**config.mk**
```make
export PLATFORM = sky130hd
export DESIGN_NAME = rom_id_check_flat
export DESIGN_NICKNAME = d
export VERILOG_FILES = /design/src/rtl/rom_id_check_if.sv /design/src/rtl/rom_id_check.sv /design/src/flat_wrapper.sv
export SDC_FILE = /design/constraint.sdc
export NUM_CORES = 1
export LEC_CHECK = 0
export ABC_AREA = 1
export BUFFER_PORTS_ARGS = -buffer_cell sky130_fd_sc_hd__buf_4
export CORE_MARGIN = 2
export CORE_UTILIZATION = 35
export CTS_CLUSTER_SIZE = 8
export DETAILED_ROUTE_END_ITERATION = 6
export GPL_TIMING_DRIVEN = 0
export PLACE_DENSITY_LB_ADDON = 0.3
export RECOVER_POWER = 100
export SYNTH_ARGS = -nofsm -noshare
export SYNTH_HDL_FRONTEND = slang
export SYNTH_SLANG_ARGS = --single-unit
```
**constraint.sdc**
```tcl
create_clock -name clk -period 4.8 [get_ports clk]
set_clock_uncertainty 0.1 [all_clocks]
set_input_delay 0.48 -clock clk [delete_from_list [all_inputs] [get_ports clk]]
set_output_delay 0.48 -clock clk [all_outputs]
set_load 0.01 [all_outputs]
```
**src/rtl/rom_id_check_if.sv**
```systemverilog
// Handshake/bus bundle between the 64-bit ID shift register, rom_id_check and the ID consumer.
interface rom_id_check_if #(
    parameter int unsigned WIDTH = 64
);
    logic [WIDTH-1:0] din;
    logic             done;
    logic             sr_clr;
    logic [WIDTH-1:0] dout;
    logic             valid;
    logic             ready;
    logic             crc_ok;
    logic             busy;
    logic             crc_err;

    modport slave (
        input  din, done, ready,
        output sr_clr, dout, valid, crc_ok, busy, crc_err
    );

    modport master (
        output din, done, ready,
        input  sr_clr, dout, valid, crc_ok, busy, crc_err
    );
endinterface

```
**src/rtl/rom_id_check.sv**
```systemverilog
// Latches a 64-bit 1-Wire ROM ID, restores wire bit order, checks Dallas CRC-8 bit-serially.
// Optional ROM_CRC_DROP_EN: bad-CRC words are dropped with a one-cycle crc_err pulse.
module rom_id_check #(
    parameter int unsigned WIDTH    = 64,
    parameter logic [7:0]  CRC_POLY = 8'h8C
) (
    input  logic           clk,
    input  logic           clr,
    rom_id_check_if.slave  bus
);
    localparam int unsigned CNT_W = $clog2(WIDTH);
    localparam int unsigned CRC_W = 8;

    typedef enum logic [1:0] {
        S_IDLE    = 2'd0,
        S_CALC    = 2'd1,
        S_PRESENT = 2'd2
    } state_t;

    state_t             r_state;
    logic [WIDTH-1:0]   r_word;
    logic [CRC_W-1:0]   r_crc;
    logic [CNT_W-1:0]   r_cnt;
    logic               r_sr_clr;
    logic               r_valid;
    logic               r_crc_ok;
    logic               r_busy;

    logic [WIDTH-1:0]   w_rev;
    logic               w_fb;
    logic [CRC_W-1:0]   w_crc_next;
    logic               w_last;

    // First received bit sits at din[WIDTH-1]; wire order puts it at bit 0.
    always_comb begin
        w_rev = '0;
        for (int i = 0; i < int'(WIDTH); i++) begin
            w_rev[i] = bus.din[int'(WIDTH) - 1 - i];
        end
    end

    assign w_fb       = r_crc[0] ^ r_word[r_cnt];
    assign w_crc_next = (r_crc >> 1) ^ (w_fb ? CRC_POLY : CRC_W'(0));
    assign w_last     = (r_cnt == CNT_W'(WIDTH - 1));

`ifdef ROM_CRC_DROP_EN
    logic r_crc_err;
    assign bus.crc_err = r_crc_err;
`else
    assign bus.crc_err = 1'b0;
`endif

    always_ff @(posedge clk or posedge clr) begin
        if (clr) begin
            r_state  <= S_IDLE;
            r_word   <= '0;
            r_crc    <= '0;
            r_cnt    <= '0;
            r_sr_clr <= 1'b0;
            r_valid  <= 1'b0;
            r_crc_ok <= 1'b0;
            r_busy   <= 1'b0;
`ifdef ROM_CRC_DROP_EN
            r_crc_err <= 1'b0;
`endif
        end else begin
            r_sr_clr <= 1'b0;
`ifdef ROM_CRC_DROP_EN
            r_crc_err <= 1'b0;
`endif
            case (r_state)
                S_IDLE: begin
                    if (bus.done) begin
                        r_word   <= w_rev;
                        r_crc    <= '0;
                        r_cnt    <= '0;
                        r_sr_clr <= 1'b1;
                        r_busy   <= 1'b1;
                        r_state  <= S_CALC;
                    end
                end
                S_CALC: begin
                    r_crc <= w_crc_next;
                    r_cnt <= r_cnt + CNT_W'(1);
                    if (w_last) begin
`ifdef ROM_CRC_DROP_EN
                        if (w_crc_next != '0) begin
                            r_state   <= S_IDLE;
                            r_busy    <= 1'b0;
                            r_crc_ok  <= 1'b0;
                            r_crc_err <= 1'b1;
                        end else begin
                            r_state  <= S_PRESENT;
                            r_valid  <= 1'b1;
                            r_crc_ok <= 1'b1;
                        end
`else
                        r_state  <= S_PRESENT;
                        r_valid  <= 1'b1;
                        r_crc_ok <= (w_crc_next == '0);
`endif
                    end
                end
                S_PRESENT: begin
                    // Output held until the consumer takes it; a waiting word is caught in IDLE.
                    if (bus.ready) begin
                        r_valid <= 1'b0;
                        r_busy  <= 1'b0;
                        r_state <= S_IDLE;
                    end
                end
                default: begin
                    r_state <= S_IDLE;
                end
            endcase
        end
    end

    assign bus.sr_clr = r_sr_clr;
    assign bus.dout   = r_word;
    assign bus.valid  = r_valid;
    assign bus.crc_ok = r_crc_ok;
    assign bus.busy   = r_busy;
endmodule

```
**src/flat_wrapper.sv**
```systemverilog
// flat-port wrapper written by rule: the top's interface ports become plain ports
module rom_id_check_flat 
#(
    parameter int unsigned WIDTH    = 64,
    parameter logic [7:0]  CRC_POLY = 8'h8C
)
  (clk, clr, bus_din, bus_done, bus_ready, bus_sr_clr, bus_dout, bus_valid, bus_crc_ok, bus_busy, bus_crc_err);
  rom_id_check_if #(.WIDTH(WIDTH)) bus_i ();
  input  logic clk;
  input  logic clr;
  input wire logic [$bits(bus_i.din)-1:0] bus_din;
  input wire logic [$bits(bus_i.done)-1:0] bus_done;
  input wire logic [$bits(bus_i.ready)-1:0] bus_ready;
  output wire logic [$bits(bus_i.sr_clr)-1:0] bus_sr_clr;
  output wire logic [$bits(bus_i.dout)-1:0] bus_dout;
  output wire logic [$bits(bus_i.valid)-1:0] bus_valid;
  output wire logic [$bits(bus_i.crc_ok)-1:0] bus_crc_ok;
  output wire logic [$bits(bus_i.busy)-1:0] bus_busy;
  output wire logic [$bits(bus_i.crc_err)-1:0] bus_crc_err;
  assign bus_i.din = bus_din;
  assign bus_i.done = bus_done;
  assign bus_i.ready = bus_ready;
  assign bus_sr_clr = bus_i.sr_clr;
  assign bus_dout = bus_i.dout;
  assign bus_valid = bus_i.valid;
  assign bus_crc_ok = bus_i.crc_ok;
  assign bus_busy = bus_i.busy;
  assign bus_crc_err = bus_i.crc_err;
  rom_id_check #(.WIDTH(WIDTH), .CRC_POLY(CRC_POLY)) u_core (.clk(clk), .clr(clr), .bus(bus_i));
endmodule
```
==> out/metrics.cfg <==
[sta]
slew_violations=66
fin_crit_sh_pct=59.8
hold_violations=0
min_period_ps=2870
rsz0062_at_grt=false
fmax_mhz=349
worst_pin_slew_ps=1570
fin_setup_tns_ps=0
relSlewSlack_pct=-4.50
setup_violations=0

[final_layout]
fin_nets=731
fillers=1197
syn2layout_area_growth_pct=29.6
area.sequential_um2=2100
multi_input_area_um2=1570
drive_above_1_share_pct=14.5
postLayoutCellArea_um2=5040
layout_commonest_cell=nand2_1
final_cell_mix=nand2_1, dfrtp_1, clkbuf_1
antennaDiodeCount=0

[clock_network]
clk_pin_slew_worst_paths_ps=90
clk_latency_ps=350
cts_tree=built
cts_buffers=9
clockBufferDepth=2
cts_root_buf=clkbuf_8
cts_sinks=84
htree_levels=3

[yosys]
synthAdderAreaFrac_pct=0.322
syn_nets=583
synth_cells=514
yosys_warnings=0
synthSimpleGateAreaFrac_pct=34.9
synth_edf_count=0
synth_top_family_by_area=simple AND/OR/NAND/NOR gates
netlist_area_um2=3890
synth_flop_cell=dfrtp_1
synth_compound_area_share_pct=5.18
synthXorXnorAreaFrac_pct=0
ys_seq_elements=84
async_reset_ff_share_pct=100
yosys.cell_types.count=24
yosysSeqAreaShare_pct=54.1
synthMuxAreaShare_pct=0
syn_avg_cell_area_um2=7.57

[global_routing]
grt_pass1_wl_um=18300
grt_pass1_vias=3679
grt_max_degree=66
grt_usage_pct=19.8
grt_overflow=0
antenna_found_initial=0

[setup_path]
required_ps=4880
r2r_start=u_core.r_cnt[1]
start_kind=input port
cp-end-kind=async pin
ff2ff_path_depth=12
worstSetupPathType=input port to async pin
critPathArrivalTime_ps=2950
rr_endpoint=u_core.r_crc[2]
worst-path-max-fanout=65
r2r_slack_ps=2280

[placed_design]
portBuffers=135
dp_hpwl_um=8280
gp_congestion=0.882
placed_area_um2=5110

[power]
p_int_w=0.00188
ir_worst_vdd_uv=270
pwr-share-seq_pct=38.3
power_density_nw_per_um2=688
switching_share_pct=45.7
combPwrFrac_pct=46.8
p_sw_w=0.00159
pwr-share-clk_pct=14.9
p_leak_nw=2.61

[drt]
dr.pass1.iters=5
vias=3799
detail_route.wl_per_cell_um=14.0
totalWireLength_um=11300
vias_per_cell=4.71
ant_nets=0
dr.first_iter.drc_count=227
drc=0

[floorplan]
placementRows=38
fp.dieH_um=109
die_w_um=109
initial_utilization_pct=35.9
core_um2=10800
ioPinCount=137
die-area_um2=12000

[hold_path]
min_to=u_core.bus.dout[20]
holdPathStages=3
hold_path_class=input port to flop
min-delay-start=bus_din[43]

[run_status]
violations=capacitance limit, slew limit
status=finished with violations

[flow_run]
max_cap_violations=1

==> per-layer routing <==
metal / track usage [%] / wire length (um) / vias up
met5: 0 / 0 / -
met4: 6.96 / 162 / 0
met3: 2.85 / 754 / 11
met2: 32.3 / 5270 / 143
met1: 27.1 / 5090 / 1732
li1: - / - / 1913
==> sequential cells by signal (all words and copies together) (netlist names) <==
signal / count
u_core.bus.dout: 64
u_core.r_crc: 8
u_core.bus.busy: 1
u_core.bus.crc_ok: 1
u_core.r_cnt: 6
u_core.r_state: 2
u_core.bus.valid: 1
u_core.bus.sr_clr: 1
==> stage by stage <==
stage | total power (W) | worst slack (ps) | hold WS (ps) | util (%) | instances
after CTS | 0.00370 | 2750 | 207 | 49.1 | 807
after global placement | 0.00314 | 1150 | 388 | 46.8 | 789
after global routing | 0.00379 | 1420 | 216 | 46.5 | 807
after detailed placement | 0.00318 | 2740 | 348 | 47.1 | 790
final | 0.00347 | 1930 | 215 | 46.5 | 807
after floorplan | 0.00236 | 2050 | 373 | - | 514
==> power by group through the flow <==
stage                     sequential, W  clock [W]  combinational (W)
after floorplan                 0.00138          0           0.000980
after global placement          0.00134          0            0.00180
after detailed placement        0.00134          0            0.00184
after CTS                       0.00133   0.000525            0.00184
after global routing            0.00137   0.000556            0.00186
final                           0.00133   0.000516            0.00162
==> layout make-up <==
cell class / instances / area share [%]
plain buffers: 23 / 2.26
well taps: 140 / 3.48
repair buffers: 137 / 15.3
inverters: 26 / 1.96
flip-flops and latches: 84 / 41.7
multi-input cells: 381 / 31.2
clock inverters: 4 / 0.943
clock buffers: 12 / 3.08
==> worst max-delay path: stages <==
cell           delay (ps)
dlygate4sd3_1         540
clkbuf_4              140
clkinvlp_2            490
clkbuf_2             1260
==> cells in the mapped netlist, types with 2 or more instances <==
library cell    n  area, um^2
buf_2           5        25.0
a21oi_1         8        40.0
nand3_1        46         230
nor2_1          8        30.0
inv_1          20        75.1
nor3_1          2        10.0
o21ai_0        20         100
inv_2           5        18.8
nand2_1       281        1050
buf_4           4        30.0
o22ai_1         6        37.5
dfrtp_1        84        2100
clkbuf_1       12        45.0
o21ai_1         3        15.0
==> kinds of logic (layout without fill, tap and decap cells) <==
group / Yosys count / after routing
simple gates: 341 / 341
flops: 84 / 84
buf+inv: 49 / 202
compound gates: 38 / 38
fa+ha+maj: 1 / 1
other cells: 1 / 1
==> worst max path at each step <==
stage / end / slack, ps / from / depth (start not counted)
after CTS: u_core.r_crc[2] / 2750 / u_core.r_cnt[1] / 12
final: u_core.bus.dout[62] / 1930 / clr / 4
after global placement: u_core.bus.dout[51] / 1150 / clr / 2
after floorplan: u_core.bus.busy / 2050 / clr / 1
after global routing: u_core.bus.dout[62] / 1420 / clr / 4
after detailed placement: u_core.r_crc[2] / 2740 / u_core.r_cnt[1] / 12
==> timing repair <==
action / in CTS / in global routing
gates resized for setup: 0 / 0
buffers inserted: 0 / 0
hold buffers: 1 / 0
hold endpoints to repair: 19 / 0
(Power assumes the default switching activity.)
